[config.mk]
export PLATFORM = sky130hd
export DESIGN_NAME = spdif_receive
export DESIGN_NICKNAME = d
export VERILOG_FILES = /design/src/rtl/spdif_receive.sv
export SDC_FILE = /design/constraint.sdc
export NUM_CORES = 1
export LEC_CHECK = 0
export CAP_MARGIN = 5
export CORE_UTILIZATION = 50
export CTS_CLUSTER_DIAMETER = 120
export DETAILED_ROUTE_END_ITERATION = 8
export PLACE_DENSITY = 0.75
export SLEW_MARGIN = 20
export SYNTH_ARGS = -nofsm -noshare
export SYNTH_HDL_FRONTEND = slang
export SYNTH_SLANG_ARGS = --single-unit
[constraint.sdc]
create_clock -name clk -period 1.97 [get_ports clk]
set_input_delay 0.197 -clock clk [delete_from_list [all_inputs] [get_ports clk]]
set_output_delay 0.197 -clock clk [all_outputs]
set_load 0.005 [all_outputs]
[src/rtl/spdif_receive.sv]
// S/PDIF biphase-mark receiver: width-based pulse classifier, preamble/data FSM, stereo pair output.
// Defining SPDIF_RX_PARITY_CHECK_EN enables even-parity checking of slots 4..31.
module spdif_receive #(
   parameter int unsigned CLK_FREQ   = 98304000,
   parameter int unsigned SPDIF_BAUD = 3072000
) (
   input  logic        clk,
   input  logic        rst_n,
   input  logic        spdif_in,
   output logic [31:0] data_left,
   output logic [31:0] data_right,
   output logic        valid,
   output logic        locked,
   output logic        parity_err
);
   localparam int unsigned UI   = CLK_FREQ / (2 * SPDIF_BAUD);
   localparam int unsigned TMAX = (7 * UI) / 2;
   localparam int unsigned CW   = $clog2(TMAX + 1);

   localparam logic [CW-1:0] WidS    = CW'(UI / 2);
   localparam logic [CW-1:0] WidM    = CW'((3 * UI) / 2);
   localparam logic [CW-1:0] WidL    = CW'((5 * UI) / 2);
   localparam logic [CW-1:0] WidTmax = CW'(TMAX);

   localparam logic [1:0] ClsBad = 2'd0;
   localparam logic [1:0] ClsS   = 2'd1;
   localparam logic [1:0] ClsM   = 2'd2;
   localparam logic [1:0] ClsL   = 2'd3;

   localparam logic [3:0] CodeB = 4'b0001;
   localparam logic [3:0] CodeM = 4'b0010;
   localparam logic [3:0] CodeW = 4'b0100;

   typedef enum logic [1:0] {StHunt, StPre, StData} state_e;

   logic [2:0]    sync_q;
   logic [CW-1:0] cnt_q, cnt_d;
   state_e        state_q, state_d;
   logic [1:0]    pre_q, pre_d, p1_q, p1_d, p2_q, p2_d;
   logic [4:0]    bit_q, bit_d;
   logic          half_q, half_d;
   logic [27:0]   sr_q, sr_d;
   logic [3:0]    kind_q, kind_d;
   logic          have_left_q, have_left_d, pair_bad_q, pair_bad_d;
   logic [31:0]   hold_q, hold_d, left_q, left_d, right_q, right_d;
   logic          valid_q, valid_d, locked_q, locked_d, perr_q, perr_d;

   logic          edge_det, timeout;
   logic [1:0]    cls;
   logic          bit_done, bit_val, par_fail;
   logic [27:0]   sr_shift;
   logic [31:0]   word;

   assign edge_det = sync_q[2] ^ sync_q[1];
   assign timeout  = !edge_det && (cnt_q == WidTmax - 1'b1);

   always_comb begin
      cnt_d = cnt_q;
      if (edge_det) begin
         cnt_d = CW'(1);
      end else if (cnt_q != WidTmax) begin
         cnt_d = cnt_q + 1'b1;
      end
   end

   // Width of the pulse that the current edge closes.
   always_comb begin
      if (cnt_q < WidS)         cls = ClsBad;
      else if (cnt_q < WidM)    cls = ClsS;
      else if (cnt_q < WidL)    cls = ClsM;
      else if (cnt_q < WidTmax) cls = ClsL;
      else                      cls = ClsBad;
   end

   always_comb begin
      state_d     = state_q;
      pre_d       = pre_q;
      p1_d        = p1_q;
      p2_d        = p2_q;
      bit_d       = bit_q;
      half_d      = half_q;
      sr_d        = sr_q;
      kind_d      = kind_q;
      have_left_d = have_left_q;
      pair_bad_d  = pair_bad_q;
      hold_d      = hold_q;
      left_d      = left_q;
      right_d     = right_q;
      valid_d     = 1'b0;
      locked_d    = locked_q;
      perr_d      = 1'b0;
      bit_done    = 1'b0;
      bit_val     = 1'b0;
      par_fail    = 1'b0;
      sr_shift    = sr_q;
      word        = '0;

      unique case (state_q)
         StHunt: begin
            if (edge_det && cls == ClsL) begin
               state_d = StPre;
               pre_d   = 2'd0;
            end
         end
         StPre: begin
            if (timeout || (edge_det && cls == ClsBad)) begin
               state_d = StHunt;
            end else if (edge_det) begin
               unique case (pre_q)
                  2'd0: begin
                     p1_d  = cls;
                     pre_d = 2'd1;
                  end
                  2'd1: begin
                     p2_d  = cls;
                     pre_d = 2'd2;
                  end
                  default: begin
                     state_d = StData;
                     bit_d   = 5'd0;
                     half_d  = 1'b0;
                     if ({p1_q, p2_q, cls} == {ClsS, ClsS, ClsL} && !have_left_q) begin
                        kind_d = CodeB;
                     end else if ({p1_q, p2_q, cls} == {ClsL, ClsS, ClsS} && !have_left_q) begin
                        kind_d = CodeM;
                     end else if ({p1_q, p2_q, cls} == {ClsM, ClsS, ClsM} && have_left_q) begin
                        kind_d = CodeW;
                     end else begin
                        state_d = StHunt;
                     end
                  end
               endcase
            end
         end
         StData: begin
            if (timeout) begin
               state_d = StHunt;
            end else if (edge_det) begin
               if (bit_q == 5'd28) begin
                  // Slot 31 is closed; only the first long pulse of a preamble may follow.
                  if (cls == ClsL) begin
                     state_d = StPre;
                     pre_d   = 2'd0;
                  end else begin
                     state_d = StHunt;
                  end
               end else if (cls == ClsS) begin
                  if (half_q) begin
                     bit_done = 1'b1;
                     bit_val  = 1'b1;
                     half_d   = 1'b0;
                  end else begin
                     half_d = 1'b1;
                  end
               end else if (cls == ClsM && !half_q) begin
                  bit_done = 1'b1;
               end else begin
                  state_d = StHunt;
               end
            end
         end
         default: state_d = StHunt;
      endcase

      if (bit_done) begin
         sr_shift = {bit_val, sr_q[27:1]};
         sr_d     = sr_shift;
         bit_d    = bit_q + 1'b1;
         if (bit_q == 5'd27) begin
`ifdef SPDIF_RX_PARITY_CHECK_EN
            par_fail = ^sr_shift;
`endif
            word   = {sr_shift, kind_q};
            perr_d = par_fail;
            if (kind_q == CodeW) begin
               if (!par_fail && !pair_bad_q) begin
                  left_d   = hold_q;
                  right_d  = word;
                  valid_d  = 1'b1;
                  locked_d = 1'b1;
               end
               have_left_d = 1'b0;
               pair_bad_d  = 1'b0;
            end else begin
               hold_d      = word;
               have_left_d = 1'b1;
               pair_bad_d  = par_fail;
            end
         end
      end

      if (state_d == StHunt && state_q != StHunt) begin
         locked_d    = 1'b0;
         have_left_d = 1'b0;
         pair_bad_d  = 1'b0;
         hold_d      = '0;
      end
   end

   always_ff @(posedge clk) begin
      if (!rst_n) begin
         sync_q      <= '0;
         cnt_q       <= '0;
         state_q     <= StHunt;
         pre_q       <= '0;
         p1_q        <= '0;
         p2_q        <= '0;
         bit_q       <= '0;
         half_q      <= 1'b0;
         sr_q        <= '0;
         kind_q      <= '0;
         have_left_q <= 1'b0;
         pair_bad_q  <= 1'b0;
         hold_q      <= '0;
         left_q      <= '0;
         right_q     <= '0;
         valid_q     <= 1'b0;
         locked_q    <= 1'b0;
         perr_q      <= 1'b0;
      end else begin
         sync_q      <= {sync_q[1:0], spdif_in};
         cnt_q       <= cnt_d;
         state_q     <= state_d;
         pre_q       <= pre_d;
         p1_q        <= p1_d;
         p2_q        <= p2_d;
         bit_q       <= bit_d;
         half_q      <= half_d;
         sr_q        <= sr_d;
         kind_q      <= kind_d;
         have_left_q <= have_left_d;
         pair_bad_q  <= pair_bad_d;
         hold_q      <= hold_d;
         left_q      <= left_d;
         right_q     <= right_d;
         valid_q     <= valid_d;
         locked_q    <= locked_d;
         perr_q      <= perr_d;
      end
   end

   assign data_left  = left_q;
   assign data_right = right_q;
   assign valid      = valid_q;
   assign locked     = locked_q;
   assign parity_err = perr_q;

endmodule

==> results.py <==
metrics = {
    "run_status": {
        "status": "complete, but fails checks",
        "violations": "negative setup slack",
    },
    "synthesis": {
        "synth_top_family_by_area": "simple AND/OR/NAND/NOR gates",
        "ys_types": 59,
        "synth_area_per_cell_um2": 8.401,
        "synth_area_um2": 5914,
        "ys_ff_latch": 149,
        "synth_edf_count": 0,
        "synth-xor-area-share_pct": 1.608,
        "synthMuxAreaShare_pct": 1.565,
        "synth_flop_cell": "dfxtp_1",
        "synth-compound-area-share_pct": 19.34,
        "synth_fa_ha_area_share_pct": 0.6347,
        "yosys.area_share.simple_pct": 20.73,
        "ys_seq_area_share_pct": 50.43,
        "yosysWarnings": 0,
        "synth_cells": 704,
        "async_flop_share_pct": 0,
    },
    "floorplan": {
        "core-area_um2": 11470,
        "die_width_um": 110.8,
        "die_area_um2": 12270,
        "die_h_um": 110.8,
        "start_util_pct": 51.58,
        "io_pins": 70,
        "num_rows": 39,
    },
    "detailed_routing": {
        "totalWireLength_mm": 17.76,
        "wl_per_cell_um": 18.18,
        "postRouteAntennaNets": 0,
        "dr_total_vias": 5689,
        "avgViaCountPerCell": 5.823,
        "drtPass1Iterations": 5,
        "drt_iter0_drc": 459,
        "route.detailed.drc": 0,
    },
    "timing": {
        "hold_slack_ns": 0.3524,
        "fin_skew_ns": 0.01081,
        "fin_crit_sh_pct": 108.6,
        "period_minus_slack_ns": 2.140,
        "slew_headroom_pct": 58.86,
        "slew_violations": 0,
        "timing.fmax_mhz": 467.3,
        "final_hold_viol_count": 0,
        "setup_viol": 104,
        "fin_ws_ns": -0.1701,
        "rsz0062_at_grt": "yes",
        "worst_pin_slew_ns": 0.6127,
    },
    "critical_path": {
        "max_stage_delay_ns": 0.39,
        "required_ns": 2.33,
        "r2r-end": "data_left[17]",
        "critPathMaxFanout": 11,
        "critical_path.most_common_cell": "buf_4",
        "worst-r2r-setup-slack_ns": -0.17,
        "r2r-start": "cnt_q[4]",
        "critPathSlowestCell": "a211oi_4",
        "path_cells": "buf_4 -> buf_4 -> xor2_1 -> nand3b_1 -> a211oi_4 -> buf_6 -> buf_8 -> nand2_1 -> a21oi_1",
        "crit_arrival_ns": 2.50,
        "crit_start": "cnt_q[4]",
        "critPathCaptureType": "register",
        "crit_type": "register to register",
        "start_kind": "register",
        "reg2reg_depth": 9,
    },
    "cells_and_area": {
        "syn2layout_area_growth_pct": 42.94,
        "final_layout_size_suffix_gt1_share_pct": 25.42,
        "diodes": 0,
        "finalNonFillerCells": 977,
        "nets": 827,
    },
    "worst_hold_path": {
        "worstHoldPathType": "input port to register",
        "hold_path_end": "sync_q[0]",
        "hold_path_startpoint": "spdif_in",
        "hold_depth": 2,
    },
    "global_routing": {
        "grt_usage_pct": 24.89,
        "grt_pass1_vias": 5166,
        "grt_max_degree": 49,
        "grt_pass1_wl_mm": 24.45,
        "antenna_found_initial": 0,
        "grt.overflow.total": 0,
    },
    "clock_network": {
        "cts_inserted_buffers": 17,
        "worstSkewPairLatency_ns": 0.44,
        "path_clk_slew_ns": 0.06,
        "holdBufCountCts": 0,
        "htree_levels": 4,
        "cts-root-buf": "clkbuf_16",
        "cts_buffer_depth": 2,
        "cts_tree": "yes",
        "clock_sinks": 149,
    },
    "power": {
        "ir_drop_mv": 0.7149,
        "power_mw": 6.737,
        "powerDensity_nw_per_um2": 796.9,
        "power.leakage_nw": 2.959,
    },
    "placed_design": {
        "dp_cells": 914,
        "dp_hpwl_mm": 9.718,
        "gp_congestion": 0.8751,
        "port_buffers": 66,
    },
    "run": {
        "drv_cap": 0,
    },
}
## Yosys cell counts, drive strengths merged, types with 2 or more instances
library cell | number | share of area (%)
a22oi | 30 | 3.8
mux2i | 7 | 1.2
mux2 | 2 | 0.38
nor2 | 20 | 1.3
nand3b | 2 | 0.25
nor3b | 3 | 0.38
clkbuf | 29 | 1.8
o21ai | 35 | 3.0
a41oi | 2 | 0.30
xnor2 | 2 | 0.30
xor2 | 8 | 1.3
nand3 | 37 | 3.1
o31a | 2 | 0.32
and2 | 5 | 0.53
nor2b | 3 | 0.32
inv | 6 | 0.38
and3b | 3 | 0.44
buf | 28 | 3.4
a21oi | 96 | 8.2
dfxtp | 149 | 50
nand2 | 186 | 12
and3 | 7 | 0.74
o21bai | 2 | 0.25
ha | 3 | 0.63
o211ai | 4 | 0.68
nor4bb | 2 | 0.34
a311oi | 2 | 0.30
nand4 | 4 | 0.42
a21boi | 2 | 0.32
a211oi | 3 | 0.59
nor3 | 3 | 0.25
## cell usage in the layout, fill, tap and decap left out, types with 3 or more instances in the layout
cell type,n
dfxtp_2,3
buf_6,17
buf_4,56
buf_12,8
and3_1,6
nand4_1,4
clkdlybuf4s50_1,66
mux2i_1,7
nand2_4,7
nor2_1,20
and2_1,3
xor2_1,7
dfxtp_1,146
inv_1,4
a21oi_1,68
a21oi_2,28
o21ai_0,32
conb_1,3
clkbuf_16,20
nor3_1,3
a22oi_2,20
nand2_2,3
bufinv_16,4
clkbuf_8,3
clkinv_4,4
nand2_1,176
nand3_1,36
a22oi_1,10
## where the power goes
part | total [mW] | switching (mW) | internal (mW)
registers | 3.03 | 0.00829 | 3.02
clock network | 3.59 | 1.34 | 2.24
logic | 0.123 | 0.0841 | 0.0392
total | 6.74 | 1.43 | 5.30
## worst max-delay path, delay by kind of cell, from the launching register on
family          cells  cell delay, ns
compound gates      2            0.52
xor+xnor            1            0.22
buf+inv             4            0.64
flops               1            0.34
simple gates        2            0.36
## layer usage
metal | part of all wire [%] | up-vias | track usage (%)
met3 | 6.7 | 47 | 5.960
met5 | 0 | - | 0
met4 | 2.7 | 0 | 10.93
li1 | - | 2654 | -
met1 | 41 | 2732 | 29.79
met2 | 50 | 256 | 42.40
## state kept, by name, indices dropped and copies added (netlist names)
| name | cells |
|---|---|
| state_q | 2 |
| hold_q | 31 |
| kind_q | 3 |
| data_right | 31 |
| locked | 1 |
| have_left_q | 1 |
| sync_q | 3 |
| bit_q | 5 |
| sr_q | 27 |
| valid | 1 |
| cnt_q | 6 |
| half_q | 1 |
| data_left | 31 |
| pre_q | 2 |
| p1_q | 2 |
| p2_q | 2 |
## layout make-up
cell class / instances / area [µm²]
flip-flops and latches: 149 / 2987
well taps: 143 / 178.9
inverters: 6 / 22.52
clock inverters: 12 / 191.4
repair buffers: 153 / 1565
multi-input cells: 494 / 3043
fillers: 802 / 3013
clock buffers: 20 / 466.7
## logic make-up after synthesis
family	Yosys count
multiplexers	9
other	1
adder cells (fa/ha/maj)	3
flip-flops	149
AND/OR/NAND/NOR	281
XOR/XNOR	10
buffers and inverters	63
AO/OA/AOI/OAI	188
## through the flow
step,instance area [µm²],worst slack (ns),util [%],setup TNS [ns]
final,8454,-0.1701,73.73,-7.348
after global routing,8454,-0.2110,73.73,-14.40
after CTS,7726,-0.05421,67.38,-0.6017
after detailed placement,6954,-0.06983,60.64,-0.7171
after global placement,6954,0.01206,60.64,0
after floorplan,5922,0.1004,-,0
## worst max path at each step
stage / end / cells after the start / slack [ns]
final: data_left[17] / 9 / -0.17
after global routing: data_left[17] / 9 / -0.21
after CTS: hold_q[26] / 8 / -0.05
after detailed placement: data_right[17] / 7 / -0.07
after global placement: data_right[31] / 7 / 0.01
after floorplan: sr_q[17] / 8 / 0.10
## timing repair
item                       CTS  global route
cloned                       2             6
buffers inserted             4            20
setup endpoints to repair   75           129
gates resized for setup      8           105
pin swaps                    3            40
Note: power is estimated with default switching activity, not from simulation.
